[config.mk]
export PLATFORM = sky130hd
export DESIGN_NAME = defloater_flat
export DESIGN_NICKNAME = d
export VERILOG_FILES = /design/src/rtl/floater_pkg.sv /design/src/rtl/defloater_if.sv /design/src/rtl/defloater_digit.sv /design/src/rtl/defloater.sv /design/src/flat_wrapper.sv
export SDC_FILE = /design/constraint.sdc
export NUM_CORES = 1
export LEC_CHECK = 0
export CAP_MARGIN = 10
export CELL_PAD_IN_SITES_DETAIL_PLACEMENT = 0
export CELL_PAD_IN_SITES_GLOBAL_PLACEMENT = 1
export CORE_ASPECT_RATIO = 0.8
export CORE_MARGIN = 5
export CORE_UTILIZATION = 42
export CTS_CLUSTER_DIAMETER = 60
export DETAILED_ROUTE_END_ITERATION = 6
export MAX_ROUTING_LAYER = met4
export PLACE_DENSITY_LB_ADDON = 0.1
export SETUP_SLACK_MARGIN = 0.4
export SYNTH_ARGS = -nofsm -noshare
export SYNTH_HDL_FRONTEND = slang
export SYNTH_SLANG_ARGS = --single-unit
[constraint.sdc]
create_clock -name clk -period 4.9 [get_ports clk]
set_clock_uncertainty 0.05 [all_clocks]
set_input_delay 1.225 -clock clk [delete_from_list [all_inputs] [get_ports clk]]
set_output_delay 1.225 -clock clk [all_outputs]
set_load 0.03 [all_outputs]
[src/rtl/floater_pkg.sv]
// Shared types and constants for the 16-bit float encoder/decoder family.
package floater_pkg;

    localparam int unsigned WORD_W         = 16;
    localparam int unsigned SIGN_BIT       = 15;
    localparam int unsigned EXP_W          = 8;
    localparam int unsigned MANT_W         = 7;
    localparam int unsigned EXP_LSB        = MANT_W;
    localparam int unsigned EXP_BIAS       = 127;
    localparam int unsigned MAX_RSHIFT     = 9;
    localparam int unsigned OVF_EXP_OFFSET = 7;

    // Q8.8 working register, 8-bit integer/fraction outputs, shift counter
    localparam int unsigned FIX_W   = 16;
    localparam int unsigned FRAC_W  = 8;
    localparam int unsigned INT_W   = 8;
    localparam int unsigned DIGIT_W = 4;
    localparam int unsigned CNT_W   = 4;

    typedef enum logic [1:0] {
        IDLE  = 2'd0,
        ALIGN = 2'd1,
        DIGIT = 2'd2,
        DONE  = 2'd3
    } state_e;

    typedef struct packed {
        logic              sign;
        logic [EXP_W-1:0]  exp;
        logic [MANT_W-1:0] mant;
    } fp16_t;

endpackage

[src/rtl/defloater_if.sv]
// Request/result bundle between a readback client and the defloater.
interface defloater_if;
    import floater_pkg::*;

    logic             start;
    fp16_t            data;
    logic             busy;
    logic             done;
    logic             sign;
    logic [INT_W-1:0] a;
    logic [INT_W-1:0] b;
    logic             overflow;

    modport master (
        output start, data,
        input  busy, done, sign, a, b, overflow
    );

    modport slave (
        input  start, data,
        output busy, done, sign, a, b, overflow
    );

endinterface

[src/rtl/defloater_digit.sv]
// Maps an 8-bit binary fraction to its truncated leading decimal digit.
module defloater_digit
    import floater_pkg::*;
(
    input  logic [FRAC_W-1:0]  frac_i,
    output logic [DIGIT_W-1:0] digit_c
);

    localparam int unsigned PROD_W = FRAC_W + 4;

    // f*10 as (f<<3)+(f<<1); the top nibble of the 12-bit product is the digit
    assign digit_c = DIGIT_W'(((PROD_W'(frac_i) << 3) + (PROD_W'(frac_i) << 1)) >> FRAC_W);

endmodule

[src/rtl/defloater.sv]
// Sequential float-to-integer/decimal-digit converter, one alignment shift per cycle.
module defloater
    import floater_pkg::*;
(
    input  logic        clk,
    input  logic        rst,
    defloater_if.slave  bus
);

    localparam logic [EXP_W-1:0] BIAS_E = EXP_W'(EXP_BIAS);
    localparam logic [EXP_W-1:0] OVF_E  = EXP_W'(EXP_BIAS + OVF_EXP_OFFSET);
    localparam logic [EXP_W-1:0] CAP_E  = EXP_W'(MAX_RSHIFT);
    localparam logic [INT_W-1:0] POS_SAT = INT_W'(127);
    localparam logic [INT_W-1:0] NEG_SAT = INT_W'(8'h81);
    localparam logic [INT_W-1:0] SAT_DIGIT = INT_W'(9);

    state_e             state_q, state_d;
    logic [FIX_W-1:0]   f_q, f_d;
    logic [CNT_W-1:0]   n_q, n_d;
    logic               left_q, left_d;
    logic               neg_q, neg_d;
    logic               ovf_pend_q, ovf_pend_d;
    logic               busy_q, busy_d;
    logic               done_q, done_d;
    logic               sign_q, sign_d;
    logic [INT_W-1:0]   a_q, a_d;
    logic [INT_W-1:0]   b_q, b_d;
    logic               ovf_q, ovf_d;

    logic [EXP_W-1:0]   exp_c;
    logic [EXP_W-1:0]   rdiff_c;
    logic [FIX_W-1:0]   f_load_c;
    logic [CNT_W-1:0]   n_load_c;
    logic               left_load_c;
    logic               ovf_load_c;
    logic [INT_W-1:0]   m_c;
    logic [DIGIT_W-1:0] digit_c;

    defloater_digit u_digit (
        .frac_i  (f_q[FRAC_W-1:0]),
        .digit_c (digit_c)
    );

    // Decode of the incoming word into the initial Q8.8 value and shift plan
    always_comb begin
        exp_c       = bus.data.exp;
        rdiff_c     = BIAS_E - exp_c;
        f_load_c    = FIX_W'({1'b1, bus.data.mant, 1'b0});
        n_load_c    = '0;
        left_load_c = 1'b0;
        ovf_load_c  = 1'b0;
        if (exp_c == '0) begin
            f_load_c = '0;
        end else if (exp_c >= OVF_E) begin
            f_load_c   = '0;
            ovf_load_c = 1'b1;
        end else if (exp_c > BIAS_E) begin
            n_load_c    = CNT_W'(exp_c - BIAS_E);
            left_load_c = 1'b1;
        end else if (exp_c < BIAS_E) begin
            n_load_c = (rdiff_c > CAP_E) ? CNT_W'(MAX_RSHIFT) : CNT_W'(rdiff_c);
        end
    end

    assign m_c = f_q[FIX_W-1:FRAC_W];

    // Next-state and datapath; ALIGN spends one extra cycle once n has reached zero
    always_comb begin
        state_d    = state_q;
        f_d        = f_q;
        n_d        = n_q;
        left_d     = left_q;
        neg_d      = neg_q;
        ovf_pend_d = ovf_pend_q;
        sign_d     = sign_q;
        a_d        = a_q;
        b_d        = b_q;
        ovf_d      = ovf_q;

        unique case (state_q)
            IDLE: begin
                if (bus.start) begin
                    neg_d      = bus.data.sign;
                    f_d        = f_load_c;
                    n_d        = n_load_c;
                    left_d     = left_load_c;
                    ovf_pend_d = ovf_load_c;
                    state_d    = ALIGN;
                end
            end
            ALIGN: begin
                if (n_q == '0) begin
                    state_d = DIGIT;
                end else begin
                    f_d = left_q ? (f_q << 1) : (f_q >> 1);
                    n_d = n_q - CNT_W'(1);
                end
            end
            DIGIT: begin
                sign_d = neg_q;
                if (ovf_pend_q) begin
                    a_d   = neg_q ? NEG_SAT : POS_SAT;
                    b_d   = SAT_DIGIT;
                    ovf_d = 1'b1;
                end else begin
                    a_d   = neg_q ? INT_W'(-m_c) : m_c;
                    b_d   = INT_W'(digit_c);
                    ovf_d = 1'b0;
                end
                state_d = DONE;
            end
            DONE: begin
                state_d = IDLE;
            end
            default: begin
                state_d = IDLE;
            end
        endcase

        busy_d = (state_d != IDLE);
        done_d = (state_d == DONE);
    end

    always_ff @(posedge clk) begin
        if (rst) begin
            state_q    <= IDLE;
            f_q        <= '0;
            n_q        <= '0;
            left_q     <= 1'b0;
            neg_q      <= 1'b0;
            ovf_pend_q <= 1'b0;
            busy_q     <= 1'b0;
            done_q     <= 1'b0;
            sign_q     <= 1'b0;
            a_q        <= '0;
            b_q        <= '0;
            ovf_q      <= 1'b0;
        end else begin
            state_q    <= state_d;
            f_q        <= f_d;
            n_q        <= n_d;
            left_q     <= left_d;
            neg_q      <= neg_d;
            ovf_pend_q <= ovf_pend_d;
            busy_q     <= busy_d;
            done_q     <= done_d;
            sign_q     <= sign_d;
            a_q        <= a_d;
            b_q        <= b_d;
            ovf_q      <= ovf_d;
        end
    end

    assign bus.busy     = busy_q;
    assign bus.done     = done_q;
    assign bus.sign     = sign_q;
    assign bus.a        = a_q;
    assign bus.b        = b_q;
    assign bus.overflow = ovf_q;

endmodule
[src/flat_wrapper.sv]
// flat-port wrapper written by rule: the top's interface ports become plain ports
module defloater_flat import floater_pkg::*;
  (clk, rst, bus_start, bus_data, bus_busy, bus_done, bus_sign, bus_a, bus_b, bus_overflow);
  defloater_if bus_i ();
  input  logic clk;
  input  logic rst;
  input wire logic [$bits(bus_i.start)-1:0] bus_start;
  input wire logic [$bits(bus_i.data)-1:0] bus_data;
  output wire logic [$bits(bus_i.busy)-1:0] bus_busy;
  output wire logic [$bits(bus_i.done)-1:0] bus_done;
  output wire logic [$bits(bus_i.sign)-1:0] bus_sign;
  output wire logic [$bits(bus_i.a)-1:0] bus_a;
  output wire logic [$bits(bus_i.b)-1:0] bus_b;
  output wire logic [$bits(bus_i.overflow)-1:0] bus_overflow;
  assign bus_i.start = bus_start;
  assign bus_i.data = bus_data;
  assign bus_busy = bus_i.busy;
  assign bus_done = bus_i.done;
  assign bus_sign = bus_i.sign;
  assign bus_a = bus_i.a;
  assign bus_b = bus_i.b;
  assign bus_overflow = bus_i.overflow;
  defloater u_core (.clk(clk), .rst(rst), .bus(bus_i));
endmodule
# Yosys cells after proc, flatten, opt, wreduce, memory -nomap -nowiden
# Index checks and enable logic that the tools add are counted.
# W data, S select, Z words.
# word_totals
input_bits	19
output_inout_bits	20
regBits	45
ramBits	0
romBits	0
n_memories	0
latchBits	0
# classes
shifts	0
n_mul	0
n_reduce_logical	7
n_bitwise	0
eq_ne	6
add_sub_neg	5
div	0
n_mux	27
n_lt_le_gt_ge	4
# op_table
operator	n
$mux W16	4
$mux W4	8
$pmux W16 S2	1
$mux W8	3
$add A11 B9 Y12	1
$mux W9	1
$ge A8 B8 Y1 const B	1
$gt A8 B4 Y1 const B	1
$gt A8 B7 Y1 const B	1
$logic_not A8 Y1	1
$lt A8 B7 Y1 const B	1
$neg A8 Y8	1
$pmux W2 S4	1
$pmux W4 S2	1
$sub A7 B8 Y8 const A	1
$eq A2 B2 Y1 const B	3
$mux W1	6
$logic_not A4 Y1	1
$mux W2	2
$ne A2 B2 Y1 const B	2
$reduce_bool A2 Y1	2
$sub A4 B1 Y4 const B	1
$sub A4 B4 Y4 const B	1
$reduce_and A3 Y1	1
other kinds (3)	3

# Depth between registers and ports, before layout
# depth
ltp_word	9
depth_mapped	8
ltp_nobuf	7

# Modules after synthesis
# A second synthesis with hierarchy kept.
# unflattened
hier_cells	292
hier_area_um2	2339.7
# modules_own_cells
mod	area_each_um2	cells_per_inst	n_inst	seq_area_each_um2
defloater	2152.1	269	1	820.8
defloater_digit	187.7	23	1	0.0

# Worst setup path before layout
# Ideal clock, no wire load.
# synth_path
path_kind	input-to-reg
startpoint	input port bus_data[13]
endpoint	register u_core.n_q[1]
slack_ns	2.432
arrival_ns	2.333
setup_ns	0.086
path_stages	6
cell_sequence	nor4_4 a21boi_1 a311oi_2 buf_4 a21oi_1 a211oi_1
# synth_between
elab_chain_len	9
elab_cells_between_ends	13
# synth_rtl
element	line_no	source
start, declared	flat_wrapper.sv:8	input wire logic [$bits(bus_i.data)-1:0] bus_data;
$sub A7 B8 Y8	defloater.sv:47	rdiff_c = BIAS_E - exp_c;
$gt A8 B4 Y1	defloater.sv:61	n_load_c = (rdiff_c > CAP_E) ? CNT_W'(MAX_RSHIFT) : CNT_W'(rdiff_c);
$mux W4	defloater.sv:61	
$mux W4	defloater.sv:60	end else if (exp_c < BIAS_E) begin
$mux W4	defloater.sv:57	end else if (exp_c > BIAS_E) begin
$mux W4	defloater.sv:54	end else if (exp_c >= OVF_E) begin
$mux W4 (*)	defloater.sv:52	if (exp_c == '0) begin
$mux W4 (*)	defloater.sv:82	if (bus.start) begin
$pmux W4 S2 (*)	defloater.sv:80	unique case (state_q)
end signal, assigned	defloater.sv:141	n_q <= n_d;
end, declared	defloater.sv:19	logic [CNT_W-1:0] n_q, n_d;
# Every way passes the cells marked *; elsewhere a longest branch is shown, timed or not. The select of a mux whose other input is x is not followed.
# A chain may end at the register's enable or synchronous reset.

# Worst setup path in the final report
# layout_path
startpoint	input port bus_data[13]
endpoint	register u_core.n_q[0]
# Same word-level chain as after synthesis.

==> impl_summary.log <==
INFO  metric status = finished, final reports clean
INFO  metric cts-root-buf = clkbuf_8
INFO  metric timing.critical_path.from_type = input pin
INFO  metric crit_required = a little over 5 ns
INFO  metric worst_setup_hold_path_clk_slew = roughly 0.070 ns
INFO  metric total_setup_violations_reported_at_the_end_of_the_flow = 0
INFO  metric die_area = approximately 0.0071 mm²
INFO  metric grt_max_degree = 37
INFO  metric antenna_cells_inserted = 0
INFO  metric placement.setup.worst_slack = 1.38 ns
INFO  metric flip_flop_and_latch_count_after_synthesis = just over 40
INFO  metric worst_ir_drop_vdd = between 0.0002 and 0.00025 V
INFO  metric drv_cap = 0
INFO  metric clock_insertion_delay_at_the_later_pin_of_the_skew_report = about 0.28 ns
INFO  metric combinational_family_with_the_most_area_after_synthesis = compound AO/OA/AOI/OAI gates
INFO  metric hold_path_class = flop to flop
INFO  metric cell_area_after_synthesis = about 0.0023 mm²
INFO  metric yosys.area.top_type = dfxtp_1
INFO  metric die-width = a little over 90 µm
INFO  metric boundaryPins = 39
INFO  metric numPortBuffers = 34
INFO  metric antenna_found_initial = 0
INFO  metric core_region_area = around 0.0054 mm²
INFO  metric tritoncts.num_buffers = 5
INFO  metric syn-instance-count = between 200 and 300
INFO  metric syn_avg_cell_area = between 8 and 9 µm²
INFO  metric grt_util_all_layers = 0.162
INFO  metric die_h = between 70 and 80 µm
INFO  metric yosys.area_share.xor_xnor = 0.0341
INFO  metric synth_top_cells_by_area = dfxtp_1, mux2i_1, a21oi_1
INFO  metric routabilityCongestion = roughly 0.76
INFO  metric timing_hold_violations_final = 0
INFO  metric detailedPlacementHpwl = approximately 3700 µm
INFO  metric fin_ws = about 1.7 ns
INFO  metric first_iter_violations = 70
INFO  metric post-route-min-period = 3.24 ns
INFO  metric number_of_warnings_issued_by_yosys = 0
INFO  metric cp_cell_sequence = clkdlybuf4s50_1 > nor4_4 > a21boi_1 > a311oi_2 > a221oi_1 > a211oi_1
INFO  metric post_synth_fa_ha_maj_area_fraction = 0.0596
INFO  metric mostFrequentLayoutCells = dfxtp_1, clkdlybuf4s50_1, a21oi_1
INFO  metric cts-resized-gates = 0
INFO  metric most_common_library_cell_in_the_layout_ignoring_fill_and_taps = dfxtp_1
INFO  metric grt_remaining_overflow = 0
INFO  metric clock.fmax = 308 MHz
INFO  metric power.leakage = between 0.9 and 1 nW
INFO  metric min_period_over_period = 0.662
INFO  metric synth_area_in_compound_gates = 0.223
INFO  metric syn2layout_area_growth = 18.4%
INFO  metric criticalPathCategory = input pin to flop
INFO  metric routed_wirelength = ~5400 µm
INFO  metric powerDensity = ~450 mW/mm²
INFO  metric drive_gt1_frac = 0.0554
INFO  metric cts_max_level = 2
INFO  metric dr_wl_cell = approximately 14 µm
INFO  metric grt_first_pass_wirelength = ~9100 µm
INFO  metric report.final.slew_viol_count = 0
INFO  metric power = between 1 and 1.5 mW
INFO  metric maxSlewHeadroom = 0.368
INFO  metric synth-seq-area-share = 0.355
INFO  metric max_stage_delay = about 0.76 ns
INFO  metric initial_utilization = 0.428
INFO  metric timing.critical_path.arrival = around 3.4 ns
INFO  metric num-nets-final = around 340
INFO  metric ctsLongestPathBuffers = 2
INFO  metric synthDominantCellAreaShare = 0.355
INFO  metric timing.setup.tns = 0 ns
INFO  metric synth.lib_cells_used.distinct = 43
INFO  metric grt_pass1_vias = between 1,500 and 2,000
INFO  metric vias_after_detailed_routing = a little under 2,000
INFO  metric post-cts-setup-buffers = 0
INFO  metric tritoncts_clock_tree = built
INFO  metric numClockSinks = just over 40
INFO  metric rsz0062_at_grt = false
INFO  metric synth.area.mux_share = 0.0742
INFO  metric cts-hold-fix-buffers = 0
INFO  metric synth-simple-area-share = 0.191
INFO  metric end_kind = flop
INFO  metric standard_cell_rows = 24
INFO  metric drtAntennaViolNets = 0
INFO  metric vias_per_instance = approximately 5.3
INFO  metric critical_path.slowest_cell = a311oi_2
INFO  metric worstPathMaxFanout = 12
INFO  metric drtPass1Iterations = 4
INFO  metric worst_pin_slew = about 0.95 ns
INFO  metric post-route-drc-count = 0
[where the power goes]
part	switching, mW	internal, mW
sequential	0.0871	0.402
combinational	0.315	0.222
clock	0.108	0.0938
total	0.511	0.718
[synth_stat cells, drive strengths merged]
library cell / count
a211o: 2
a211oi: 11
a21boi: 1
a21o: 2
a21oi: 30
a221o: 1
a221oi: 1
a311oi: 2
buf: 10
clkbuf: 11
conb: 1
dfxtp: 41
ha: 11
inv: 9
mux2: 1
mux2i: 16
nand2: 27
nand2b: 5
nand3: 4
nand4: 3
nand4b: 1
nor2: 27
nor2b: 4
nor3: 11
nor3b: 2
nor4: 1
o21ai: 26
o22ai: 1
o311ai: 2
o31ai: 3
or2: 1
or3: 4
or4: 1
xnor2: 4
xor2: 5
[stage by stage]
step	utilization	cells	hold slack (ns)	instance area (µm²)
2_1_floorplan	-	285	0.388	2320
3_3_place_gp	0.493	366	0.390	2660
3_5_place_dp	0.493	366	0.393	2660
4_1_cts	0.506	372	0.404	2740
5_1_grt	0.506	372	0.420	2740
6_report	0.506	372	0.399	2740
[sequential cells by signal, indices dropped and copies added, names as in the netlist]
| name | cells |
|---|---|
| u_core.bus.done | 1 |
| u_core.bus.overflow | 1 |
| u_core.left_q | 1 |
| u_core.bus.a | 8 |
| u_core.state_q | 2 |
| u_core.n_q | 4 |
| u_core.bus.b | 4 |
| u_core.bus.busy | 1 |
| u_core.bus.sign | 1 |
| u_core.neg_q | 1 |
| u_core.f_q | 16 |
| u_core.ovf_pend_q | 1 |
[worst paths after layout]
kind / start / to / slack (ns) / cells past startpoint
worst max-delay path: bus_data[13] / u_core.n_q[0]$_SDFFE_PP0P_ / 1.66 / 6
worst min-delay path: u_core.bus.b[2]$_SDFFE_PP0P_ / u_core.bus.b[2]$_SDFFE_PP0P_ / 0.40 / 2
worst max register to register: u_core.n_q[0]$_SDFFE_PP0P_ / u_core.f_q[13]$_SDFFE_PP0P_ / 2.84 / 8
worst min register to register: u_core.bus.b[2]$_SDFFE_PP0P_ / u_core.bus.b[2]$_SDFFE_PP0P_ / 0.40 / 2
[routing by layer]
layer / vias to the layer above / GRT usage / wire length [µm]
met5: - / - / 0
met4: 0 / 0.0439 / 33
met3: 2 / 0.0316 / 163
met2: 31 / 0.224 / 2190
met1: 911 / 0.237 / 2990
li1: 1038 / - / -
[cell type report]
class / count / area [µm²]
well taps: 65 / 81.3
multi-input cells: 214 / 1360
inverters: 9 / 33.8
clock buffers: 5 / 68.8
fillers: 551 / 2670
clock inverters: 1 / 5.00
flip-flops and latches: 41 / 821
repair buffers: 37 / 363
[kinds of logic after synthesis]
family                   Yosys count
AO/OA/AOI/OAI                     82
XOR/XNOR                           9
adder cells (fa/ha/maj)           11
buffers and inverters             30
flip-flops                        41
multiplexers                      17
other                              1
AND/OR/NAND/NOR                   91
[worst max-delay path: cells and delay by family]
kind,cells,cell delay (ns)
AOI/OAI and AO/OA,4,1.33
buffers and inverters,1,0.48
and+or+nand+nor,1,0.36
Note: power is estimated with default switching activity, not from simulation.
==> RTL change (same flow settings) <==
The 4 states of `state_e` get a one-hot encoding in 4 bits.
--- a/src/rtl/floater_pkg.sv
+++ b/src/rtl/floater_pkg.sv
@@ -18,9 +18,9 @@
     localparam int unsigned CNT_W   = 4;
 
-    typedef enum logic [1:0] {
-        IDLE  = 2'd0,
-        ALIGN = 2'd1,
-        DIGIT = 2'd2,
-        DONE  = 2'd3
+    typedef enum logic [3:0] {
+        IDLE  = 4'b0001,
+        ALIGN = 4'b0010,
+        DIGIT = 4'b0100,
+        DONE  = 4'b1000
     } state_e;
 
Function: same outputs for any inputs over 10 cycles, from zero or initial values and one cycle with rst high; not proved beyond that.
==> RTL change against the original RTL <==
- sequential share of layout area is 0.11 points lower
- sequential cell count is 2 higher
- cell count is 4.8% higher
- routed wire length is 0.28% higher
- final area is 5.3% higher
- worst setup slack worse by 0.071 ns
- first-iteration DRC count is 31% higher
- area after synthesis is 5.3% higher
Power is not compared: it rests on default switching activity, and its combinational part moved more than twofold at a synthesized area within 25%.
==> RTL change: results (changes against the original RTL) <==
metric;value;unit;change
cp_top_family;compound AO/OA/AOI/OAI gates;;
cts_resized;0;;unchanged
ir_worst_vdd;157;µV;
fin_cells;390;;+4.8%
clockBufferDepth;2;;unchanged
synthAdderAreaFrac;5.66;%;-0.30 points
gp_congestion;0.743;;-2.6%
hold_viol;0;;unchanged
dr_total_vias;2063;;+4.1%
wirelength;5400;µm;+0.28%
grt_max_degree;43;;+16%
synth_compound_area_share;20.3;%;-2.0 points
status;complete, no violations;;
dp.cells;382;;+4.4%
antenna_found_initial;0;;unchanged
wl_met2;2250;µm;+2.5%
grtUsageMet3;3.63;%;+0.47 points
hp-class;flip-flop to flip-flop;;
grt_pass1_wl;9070;µm;-0.83%
drt_iter0_markers;92;;+31%
synth-async-reset-ratio;0;%;unchanged
layout.nets;341;;+0.89%
drt_first_pass_iters;4;;unchanged
cp_max_fo;12;;unchanged
top_layer;met4;;
hpwl;3780;µm;+1.3%
synthCells;287;;+1.8%
grtUsageMet2;22.2;%;-0.21 points
arrival;3.47;ns;+0.08 ns
slowest_stage;a311oi_2;;
drive_above_1_share;9.94;%;+4.4 points
num_antenna_cells;0;;unchanged
wl_met1;2860;µm;-4.5%
dr_wl_met3;235;µm;+44%
grt_usage;15.5;%;-0.63 points
p_sw;0.212;mW;
synth_xor_area_share;3.24;%;-0.17 points
synthTopCellsByArea;dfxtp_1 (35%), nor2_1 (5.9%), ha_1 (5.7%);;
max_slew.worst_pin.slew;1.17;ns;+0.227 ns
synth_commonest_cells;dfxtp_1 (43), nor2_1 (38), a21oi_1 (27);;
synth_cell_types;49;;+14%
nFillCells;558;;+1.3%
cpPeakStageDelay;0.84;ns;+0.08 ns
cts-root-buf;clkbuf_8;;
synthMuxAreaShare;6.94;%;-0.47 points
largest_register;u_core.f_q;;
insertion_delay;0.29;ns;
grt_pass1_vias;1888;;-0.68%
ys_seq_area_share;35.4;%;-0.13 points
grt_util_met1;21.9;%;-1.9 points
[RTL change: worst paths after layout]
kind | startpoint | end | slack (ns) | cells past startpoint
worst max-delay path | bus_data[13] | u_core.n_q[1] | 1.59 | 6
worst min-delay path | u_core.bus.a[6] | u_core.bus.a[6] | 0.40 | 2
worst max register to register | u_core.n_q[0] | u_core.f_q[0] | 2.21 | 8
worst min register to register | u_core.bus.a[6] | u_core.bus.a[6] | 0.40 | 2
[RTL change: layout make-up]
| cell class | instances | share of cell area, % |
|---|---|---|
| repair buffers | 37 | 12.6 |
| clock buffers | 7 | 2.65 |
| well taps | 78 | 3.39 |
| flip-flops and latches | 43 | 29.9 |
| multi-input cells | 213 | 49.9 |
| clock inverters | 1 | 0.174 |
| inverters | 11 | 1.43 |
[RTL change: stage by stage]
| stage | utilization, % | hold WS [ns] | setup WS (ns) | power (mW) | cell area [µm²] |
|---|---|---|---|---|---|
| floorplan | - | 0.395 | 2.38 | 0.489 | 2440 |
| global route | 52.1 | 0.420 | 1.44 | 0.782 | 2880 |
| detailed placement | 50.7 | 0.394 | 1.30 | 0.530 | 2800 |
| CTS | 52.1 | 0.405 | 1.60 | 0.747 | 2880 |
| finish | 52.1 | 0.402 | 1.59 | 0.736 | 2880 |
| global placement | 50.7 | 0.390 | 1.34 | 0.530 | 2800 |
[RTL change: power groups by stage]
stage	clock [mW]	sequential [mW]	combinational (mW)
4_1_cts	0.225	0.383	0.139
3_3_place_gp	0	0.392	0.137
2_1_floorplan	0	0.385	0.105
3_5_place_dp	0	0.392	0.138
5_1_grt	0.241	0.387	0.154
6_report	0.214	0.384	0.138
